<file path="src/rtl/fifo_pkg.sv">
`default_nettype none
// ============================================================================
// Module   : fifo_pkg
// Brief    : Shared constants and pointer helper for the parametrised FIFO.
// Revision : 1.0 - initial release
// ============================================================================
package fifo_pkg;

  // Read-mode selectors for the FWFT parameter
  localparam bit FIFO_MODE_REG  = 1'b0;
  localparam bit FIFO_MODE_FWFT = 1'b1;

  // Pointer increment with explicit wrap at depth-1, so any depth works
  function automatic int unsigned ptr_inc(input int unsigned ptr, input int unsigned depth);
    return (ptr >= depth - 32'd1) ? 32'd0 : ptr + 32'd1;
  endfunction

endpackage
`default_nettype wire

</file>
<file path="src/rtl/fifo_ram_sdp.sv">
`default_nettype none
// ============================================================================
// Module   : fifo_ram_sdp
// Brief    : Simple dual-port storage, synchronous write, asynchronous read.
// Revision : 1.0 - initial release
// ============================================================================
module fifo_ram_sdp #(
  parameter  int BIT_D = 32,
  parameter  int DEPTH = 6,
  localparam int ADR   = $clog2(DEPTH)
) (
  input  logic             clk,
  input  logic             we,
  input  logic [ADR-1:0]   waddr,
  input  logic [BIT_D-1:0] wdata,
  input  logic [ADR-1:0]   raddr,
  output logic [BIT_D-1:0] rdata
);

  // Contents are deliberately not reset
  logic [BIT_D-1:0] mem [DEPTH];

  // Write port: store data on the accepted push
  always_ff @(posedge clk) begin
    if (we) begin
      mem[waddr] <= wdata;
    end
  end

  assign rdata = mem[raddr];

endmodule
`default_nettype wire

</file>
<file path="src/rtl/fifo_sync_param.sv">
`default_nettype none
// ============================================================================
// Module   : fifo_sync_param
// Brief    : Single-clock FIFO, any depth, programmable almost flags,
//            registered or first-word-fall-through read, sticky errors.
// Revision : 1.0 - initial release
// ============================================================================
module fifo_sync_param
  import fifo_pkg::*;
#(
  parameter  int BIT_D  = 32,
  parameter  int DEPTH  = 6,
  parameter  int AF_LVL = 5,
  parameter  int AE_LVL = 1,
  parameter  bit FWFT   = FIFO_MODE_REG,
  localparam int ADR    = $clog2(DEPTH),
  localparam int CNT    = $clog2(DEPTH + 1)
) (
  input  logic             clk_i,
  input  logic             arstn_i,
  input  logic             wr_i,
  input  logic [BIT_D-1:0] data_i,
  input  logic             rd_i,
  input  logic             clr_err_i,
  output logic [BIT_D-1:0] data_o,
  output logic             rd_valid_o,
  output logic [CNT-1:0]   fifo_cnt_o,
  output logic             wr_full_o,
  output logic             rd_empty_o,
  output logic             almost_full_o,
  output logic             almost_empty_o,
  output logic             overflow_o,
  output logic             underflow_o
);

  localparam logic [CNT-1:0] DEPTH_C = CNT'(DEPTH);
  localparam logic [CNT-1:0] AF_C    = CNT'(AF_LVL);
  localparam logic [CNT-1:0] AE_C    = CNT'(AE_LVL);

  logic [ADR-1:0]   wr_ptr;
  logic [ADR-1:0]   rd_ptr;
  logic [BIT_D-1:0] rd_data;
  logic             push_ok;
  logic             pop_ok;

  // Flags depend on the occupancy count alone
  assign wr_full_o      = (fifo_cnt_o == DEPTH_C);
  assign rd_empty_o     = (fifo_cnt_o == '0);
  assign almost_full_o  = (fifo_cnt_o >= AF_C);
  assign almost_empty_o = (fifo_cnt_o <= AE_C);

  // A full FIFO still takes a push when a pop frees a slot in the same cycle
  assign pop_ok  = rd_i && !rd_empty_o;
  assign push_ok = wr_i && (!wr_full_o || pop_ok);

  fifo_ram_sdp #(
    .BIT_D (BIT_D),
    .DEPTH (DEPTH)
  ) u_ram (
    .clk   (clk_i),
    .we    (push_ok),
    .waddr (wr_ptr),
    .wdata (data_i),
    .raddr (rd_ptr),
    .rdata (rd_data)
  );

  // Pointers and occupancy count
  always_ff @(posedge clk_i or negedge arstn_i) begin
    if (!arstn_i) begin
      wr_ptr     <= '0;
      rd_ptr     <= '0;
      fifo_cnt_o <= '0;
    end else begin
      if (push_ok) begin
        wr_ptr <= ADR'(ptr_inc(32'(wr_ptr), 32'(DEPTH)));
      end
      if (pop_ok) begin
        rd_ptr <= ADR'(ptr_inc(32'(rd_ptr), 32'(DEPTH)));
      end
      case ({push_ok, pop_ok})
        2'b10:   fifo_cnt_o <= fifo_cnt_o + 1'b1;
        2'b01:   fifo_cnt_o <= fifo_cnt_o - 1'b1;
        default: fifo_cnt_o <= fifo_cnt_o;
      endcase
    end
  end

  // Sticky error flags; a fresh error beats a simultaneous clear
  always_ff @(posedge clk_i or negedge arstn_i) begin
    if (!arstn_i) begin
      overflow_o  <= 1'b0;
      underflow_o <= 1'b0;
    end else begin
      if (wr_i && !push_ok) begin
        overflow_o <= 1'b1;
      end else if (clr_err_i) begin
        overflow_o <= 1'b0;
      end
      if (rd_i && !pop_ok) begin
        underflow_o <= 1'b1;
      end else if (clr_err_i) begin
        underflow_o <= 1'b0;
      end
    end
  end

  generate
    if (FWFT == FIFO_MODE_FWFT) begin : g_fwft
      // Head of queue is always visible; valid whenever something is stored
      assign data_o     = rd_data;
      assign rd_valid_o = !rd_empty_o;
    end else begin : g_reg
      // Registered read: capture head on pop, valid pulses for one cycle
      always_ff @(posedge clk_i or negedge arstn_i) begin
        if (!arstn_i) begin
          data_o     <= '0;
          rd_valid_o <= 1'b0;
        end else begin
          rd_valid_o <= pop_ok;
          if (pop_ok) begin
            data_o <= rd_data;
          end
        end
      end
    end
  endgenerate

endmodule
`default_nettype wire
</file>
<file path="config.mk">
export PLATFORM = sky130hd
export DESIGN_NAME = fifo_sync_param
export DESIGN_NICKNAME = d
export VERILOG_FILES = /design/src/rtl/fifo_pkg.sv /design/src/rtl/fifo_ram_sdp.sv /design/src/rtl/fifo_sync_param.sv
export SDC_FILE = /design/constraint.sdc
export NUM_CORES = 1
export LEC_CHECK = 0
export ABC_AREA = 0
export CAP_MARGIN = 20
export CORE_ASPECT_RATIO = 0.5
export CORE_MARGIN = 1.5
export CORE_UTILIZATION = 27
export CTS_CLUSTER_SIZE = 28
export DETAILED_ROUTE_END_ITERATION = 12
export HOLD_SLACK_MARGIN = 0.15
export SLEW_MARGIN = 20
export SYNTH_ARGS = -nofsm -noshare
export SYNTH_HDL_FRONTEND = slang
export SYNTH_SLANG_ARGS = --single-unit
</file>
<file path="constraint.sdc">
create_clock -name clk_i -period 4.67 [get_ports clk_i]
set_input_delay 0.7005 -clock clk_i [delete_from_list [all_inputs] [get_ports clk_i]]
set_output_delay 0.7005 -clock clk_i [all_outputs]
set_load 0.005 [all_outputs]
</file>
==> metrics.txt, run 1 <==
status finished, final reports clean; gp weighted congestion 0.741; Switching Power 1.83 mW; port bufs 78; Syn Area/Cell 18.5 um^2; sequential share of power 0.463; # IOs 79; Setup crit end kind output port; H-tree depth 1; Post-route DRC 0; crit path time final 2.78 ns; row cnt 47; post-synthesis mux area share 0.153; cell with the most instances after synthesis edfxtp_1; Post-CTS Resized 0; vias in the first global route 4,784; xor and xnor area share after synthesis 0.000959; routed vias/inst 4.29; clock insertion delay at the later pin of the skew report 0.50 ns; Max Cap Violations 0; Tcrit/Tclk final 0.595; delay-heaviest family, CP buffers and inverters; Synth area leader edfxtp_1; clk slew on worst S/H paths 0.06 ns; FF-to-FF End u_ram.mem[3][18]$_DFFE_PP_; fin nets 626; post-synthesis compound-gate area fraction 0.0345; ys async rst share 0.186; max layer used met4; Initial Util 0.275; cell count along the critical path 5; DP Area 10,400 um^2; Least-Margin Pin Slew 0.961 ns; Yosys top cell area share 0.631; Crit Path Class reg -> out; wire per inst 16.2 um; Hold Slack 0.282 ns; Gate power share 0.258; dpl hpwl 9860 um; core footprint 33,200 um^2; Synth Area in Simple Gates 0.0279; syn nets 539; Die W 263 um; gr ovfl total 0; CTS buffer count 24; Finish-stage setup viols 0; distinct cell type count after synthesis 34; Sw Ratio 0.276; CTS tree built; WP data arrival 2.08 ns; clock root cell clkbuf_16; Crit path top cell by count inv_1; post-route cell area 11,200 um^2; Pint 4.80 mW; area delta synth->final 22.4%; reg2reg setup slack 2.01 ns; layout cells sized above 1 0.191; HP Class in -> async; CP max FO 6; PwrDens 593 nW/um^2; Synth Flop Type edfxtp_1; Post-synth EDFFs 192; CTS Sinks 236; Cell Chain, Critical Path inv_1 -> ha_1 -> nand2_1 -> inv_1 -> clkdlybuf4s50_1; main combinational cell family by area after synthesis multiplexers; First DRT Iteration DRCs 195; WP buf/inv 3; top post-synthesis cells by count edfxtp_1, dfrtp_1, a21oi_1, nor2_1; final setup TNS 0 ns; CTS max path bufs 3; Post-Layout Cell Count 1,038; Worst R2R Start fifo_cnt_o[0]$_DFFE_PN0P_; placed instance count 995; clock share of power 0.279; Post-Syn Area 9140 um^2; leakage power 3.71 nW; Critical Path RT 3.97 ns; Routed met2 length 8940 um; CP startpoint fifo_cnt_o[0]$_DFFE_PN0P_; Met3 Wirelength 494 um; register area share after synthesis 0.752; fin. max-slew vios 0; die area 35,000 um^2; Synth area leaders edfxtp_1, dfrtp_1, mux4_2; Crit-path slowest cell clkdlybuf4s50_1; register bit total from synthesis 236; R2R depth 6; VDD IR max 0.000203 V; Synth Instances 493; antenna violations before repair 1; diodes inserted 0; DR pass1 iterations 4; wirelength, routed 16,900 um; Final Hold Viols 0; Post-DRT Antenna Nets 0; die height 133 um; CTS Hold Bufs 0; share of the core filled with cells 0.337; Total GRT Usage 0.0964; Worst Skew 0.00686 ns; largest net degree at the start of global routing 71; Slew HR 0.359; Metal-1 WL 7090 um; fmax 360 MHz; RSZ-0062 raised after global routing false; via count 4,455; Synth Area in Adders 0.0123; post-CTS setup buffers 0; max incr delay on CP 0.52 ns; crit start category flip-flop; Synth Warn # 0; first-pass GRT wire length 26,400 um
## how the worst max path moves through the flow
stage	slack, ns	endpoint
CTS	1.86	wr_full_o
detailed placement	1.55	u_ram.mem[1][1]$_DFFE_PP_
global placement	1.64	u_ram.mem[3][1]$_DFFE_PP_
global route	1.75	rd_empty_o
floorplan	-0.03	u_ram.mem[2][0]$_DFFE_PP_
finish	1.89	wr_full_o
## final cells by class
cell class | count | area, um^2
Fill cell | 3145 | 22000
Sequential cell | 236 | 6870
Multi-Input combinational cell | 222 | 2120
Timing Repair Buffer | 84 | 821
Clock buffer | 34 | 669
Tap cell | 441 | 552
Clock inverter | 9 | 95.1
Inverter | 12 | 46.3
## per-layer routing
metal / vias to the layer above / GRT usage
met5: - / 0
met2: 59 / 0.181
li1: 2107 / -
met3: 26 / 0.0173
met1: 2263 / 0.114
met4: 0 / 0.0250
## power by group through the flow
stage                     registers (mW)  clock network (mW)  logic (mW)
final                               3.07                1.85        1.71
after global routing                3.14                1.97        1.86
after floorplan                     2.94                   0        1.19
after CTS                           3.09                1.89        1.76
after detailed placement            3.13                   0        1.75
after global placement              3.11                   0        1.73
## cell families (layout without fill, tap and decap cells)
kind of cell               Yosys count  count (layout)
DFF                                236             236
AOI/OAI and AO/OA                   57              57
and+or+nand+nor                     59              59
xor gates and xnor gates             1               1
adders and majority gates            9               9
muxes                               96              96
buffers and inverters               35             139
## state kept, by name, indices dropped and copies added (netlist names)
signal / cells
underflow_o: 1
data_o: 32
u_ram.mem: 192
rd_valid_o: 1
fifo_cnt_o: 3
wr_ptr: 3
rd_ptr: 3
overflow_o: 1
## per-stage QoR
stage,power (mW),worst slack [ns]
2_1_floorplan,4.13,-0.0316
3_3_place_gp,4.84,1.64
3_5_place_dp,4.89,1.55
4_1_cts,6.74,1.86
5_1_grt,6.97,1.75
6_report,6.63,1.89
## layout by cell type (no fill, tap or decap), types with 2 or more instances in the layout
cell type and instances:
nand2_1 10, mux2_2 32, clkbuf_1 8, a21oi_1 36
clkbuf_16 25, and3_2 2, ha_1 9, dfrtp_1 41
bufinv_16 2, inv_1 11, mux4_2 32, clkinv_2 5
edfxtp_1 192, o21ai_0 10, nor3_1 2, o31a_1 2
nor2_1 36, clkinv_1 2, mux2i_1 32, buf_4 6
o22ai_1 3, clkdlybuf4s50_1 77, nor4_2 2, dfrtp_2 2
nand2b_1 2
Power figures use the tool's default switching activity.
==> run 2: changes to the inputs <==
Clock period 4.67 ns to 2.8 ns, I/O delays scaled along.
==> run 2 against run 1 <==
Against the previous run: wire length up 5.0%; critical endpoint is now almost_full_o; first-iteration DRC count is 47% higher; register-to-register slack got worse by 1.4 ns; via count is 2.7% higher.
==> metrics.txt, run 2 (same netlist as run 1, synthesis figures left out) <==
Worst Skew 0.0129 ns (+0.00601 ns); CTS tree built; fmax 394 MHz; leakage power 3.82 nW (+2.9%); layout cells sized above 1 0.213 (+0.0217); CTS max path bufs 3 (unchanged); VDD IR max 0.000428 V (+110%); Total GRT Usage 0.101 (+0.00509); routed vias/inst 4.33 (+0.85%); core footprint 33,200 um^2 (unchanged); Cell Chain, Critical Path inv_1 -> ha_1 -> o31a_1 -> clkdlybuf4s50_1; RSZ-0062 raised after global routing false; vias in the first global route 4,853 (+1.4%); CTS Sinks 236 (unchanged); Crit-path slowest cell clkdlybuf4s50_1; wire per inst 16.8 um (+3.2%); die height 133 um (unchanged); die area 35,000 um^2 (unchanged); Final Hold Viols 0 (unchanged); CP max FO 6 (unchanged); commonest non-fill, non-tap cell in the layout edfxtp_1; port bufs 78 (unchanged); status finished, final reports clean; area delta synth->final 24.7%; biggest registers after layout u_ram.mem (192), data_o (32); diodes inserted 0 (unchanged); row cnt 47 (unchanged); H-tree depth 1 (unchanged); fin. max-slew vios 0 (unchanged); max FFs per register 192 (unchanged); most frequent cells in the layout edfxtp_1, clkdlybuf4s50_1, dfrtp_1; Max Cap Violations 0 (unchanged); via count 4,575 (+2.7%); Initial Util 0.275 (unchanged); gp weighted congestion 0.739 (-0.26%); antenna violations before repair 1 (unchanged); Final Total Pwr 11.3 mW (+70%); clk slew on worst S/H paths 0.06 ns (about the same); delay-heaviest family, CP buffers and inverters; gr ovfl total 0 (unchanged); DP Area 10,600 um^2 (+1.9%); Crit Path Class reg -> out; Most flops, register u_ram.mem; Post-route DRC 0 (unchanged); CTS buffer count 24 (unchanged); Hold Slack 0.432 ns (+0.150 ns); clock root cell clkbuf_16; Slew HR 0.569 (+0.210); crit start category flip-flop; HP Class in -> async; DR pass1 iterations 4 (unchanged); WP data arrival 2.12 ns (+0.04 ns); dpl hpwl 11,600 um (+18%); post-route cell area 11,400 um^2 (+1.9%); Setup crit end kind output port; Tcrit/Tclk final 0.906; # IOs 79 (unchanged); Post-DRT Antenna Nets 0 (unchanged); first-pass GRT wire length 28,000 um (+5.8%); PwrDens 991 nW/um^2 (+67%); largest net degree at the start of global routing 41 (-42%); share of the core filled with cells 0.343 (+0.00626); clock insertion delay at the later pin of the skew report 0.51 ns (about the same); Critical Path RT 2.38 ns (-1.59 ns); Die W 263 um (unchanged); fin nets 644 (+2.9%); First DRT Iteration DRCs 287 (+47%); Least-Margin Pin Slew 0.646 ns (-0.315 ns); wirelength, routed 17,700 um (+5.0%); max incr delay on CP 0.50 ns (-0.02 ns); Post-CTS Resized 0 (unchanged); WP buf/inv 2 (-1); crit path time final 2.54 ns; Finish-stage setup viols 0 (unchanged)
-- run 2: cell count changes in the layout (fill, tap and decap cells not counted), sizes merged --
cell | before | now
inv | 11 | 12
dlygate4sd3 | 0 | 1
clkinv | 7 | 5
clkbuf | 34 | 36
buf | 7 | 24
-- run 2: repair_timing --
action                    CTS  global route
hold buffers                1             0
hold endpoints to repair   19             0
buffers inserted            0             0
-- run 2: worst reg2reg max path: stages (launching register included) --
cell and delay [ns]:
dfrtp_1 0.45, inv_1 0.13, ha_1 0.22, nand2_1 0.13, inv_1 0.10, a21oi_1 0.29
and4_2 0.28, buf_4 0.27
-- run 2: final timing paths --
path | start | end | slack (ns) | cells past startpoint
worst min-delay path | arstn_i | data_o[6]$_DFFE_PN0N_ | 0.43 | 2
worst max-delay path | fifo_cnt_o[1]$_DFFE_PN0P_ | almost_full_o | 0.26 | 4
worst min register to register | data_o[21]$_DFFE_PN0N_ | data_o[21]$_DFFE_PN0N_ | 0.52 | 2
min in group clk_i | data_o[21]$_DFFE_PN0N_ | data_o[21]$_DFFE_PN0N_ | 0.52 | 2
max in group asynchronous | arstn_i | data_o[1]$_DFFE_PN0N_ | 1.77 | 3
worst max register to register | fifo_cnt_o[0]$_DFFE_PN0P_ | u_ram.mem[5][27]$_DFFE_PP_ | 0.60 | 7
-- run 2: layout make-up --
cell class | instances | area, um^2
Fill cell | 3128 | 21800
Tap cell | 441 | 552
Inverter | 12 | 45.0
Multi-Input combinational cell | 222 | 2140
Clock inverter | 8 | 103
Sequential cell | 236 | 6870
Timing Repair Buffer | 102 | 1010
Clock buffer | 36 | 666
-- run 2: through the flow --
step | cells | TNS [ns] | worst slack, ns
3_5_place_dp | 1012 | 0 | 0.423
5_1_grt | 1057 | 0 | 0.115
4_1_cts | 1057 | 0 | 0.226
3_3_place_gp | 1012 | 0 | 0.438
6_report | 1057 | 0 | 0.263
2_1_floorplan | 493 | -31.04 | -0.485
-- run 2: report_power, final --
part           internal [mW]  total (mW)  switching (mW)  leakage, nW
Combinational           1.74        3.17            1.43         1.20
Sequential              4.55        5.03           0.480         2.25
Clock                   1.83        3.09            1.26        0.371
Total                   8.12        11.3            3.16         3.82
-- run 2: metal layers --
metal | vias to the layer above | wire [um] | track usage
met1 | 2376 | 7750 | 0.127
met3 | 21 | 399 | 0.0164
met2 | 50 | 9220 | 0.182
met4 | 0 | 336 | 0.0276
li1 | 2128 | - | -
met5 | - | 0 | 0
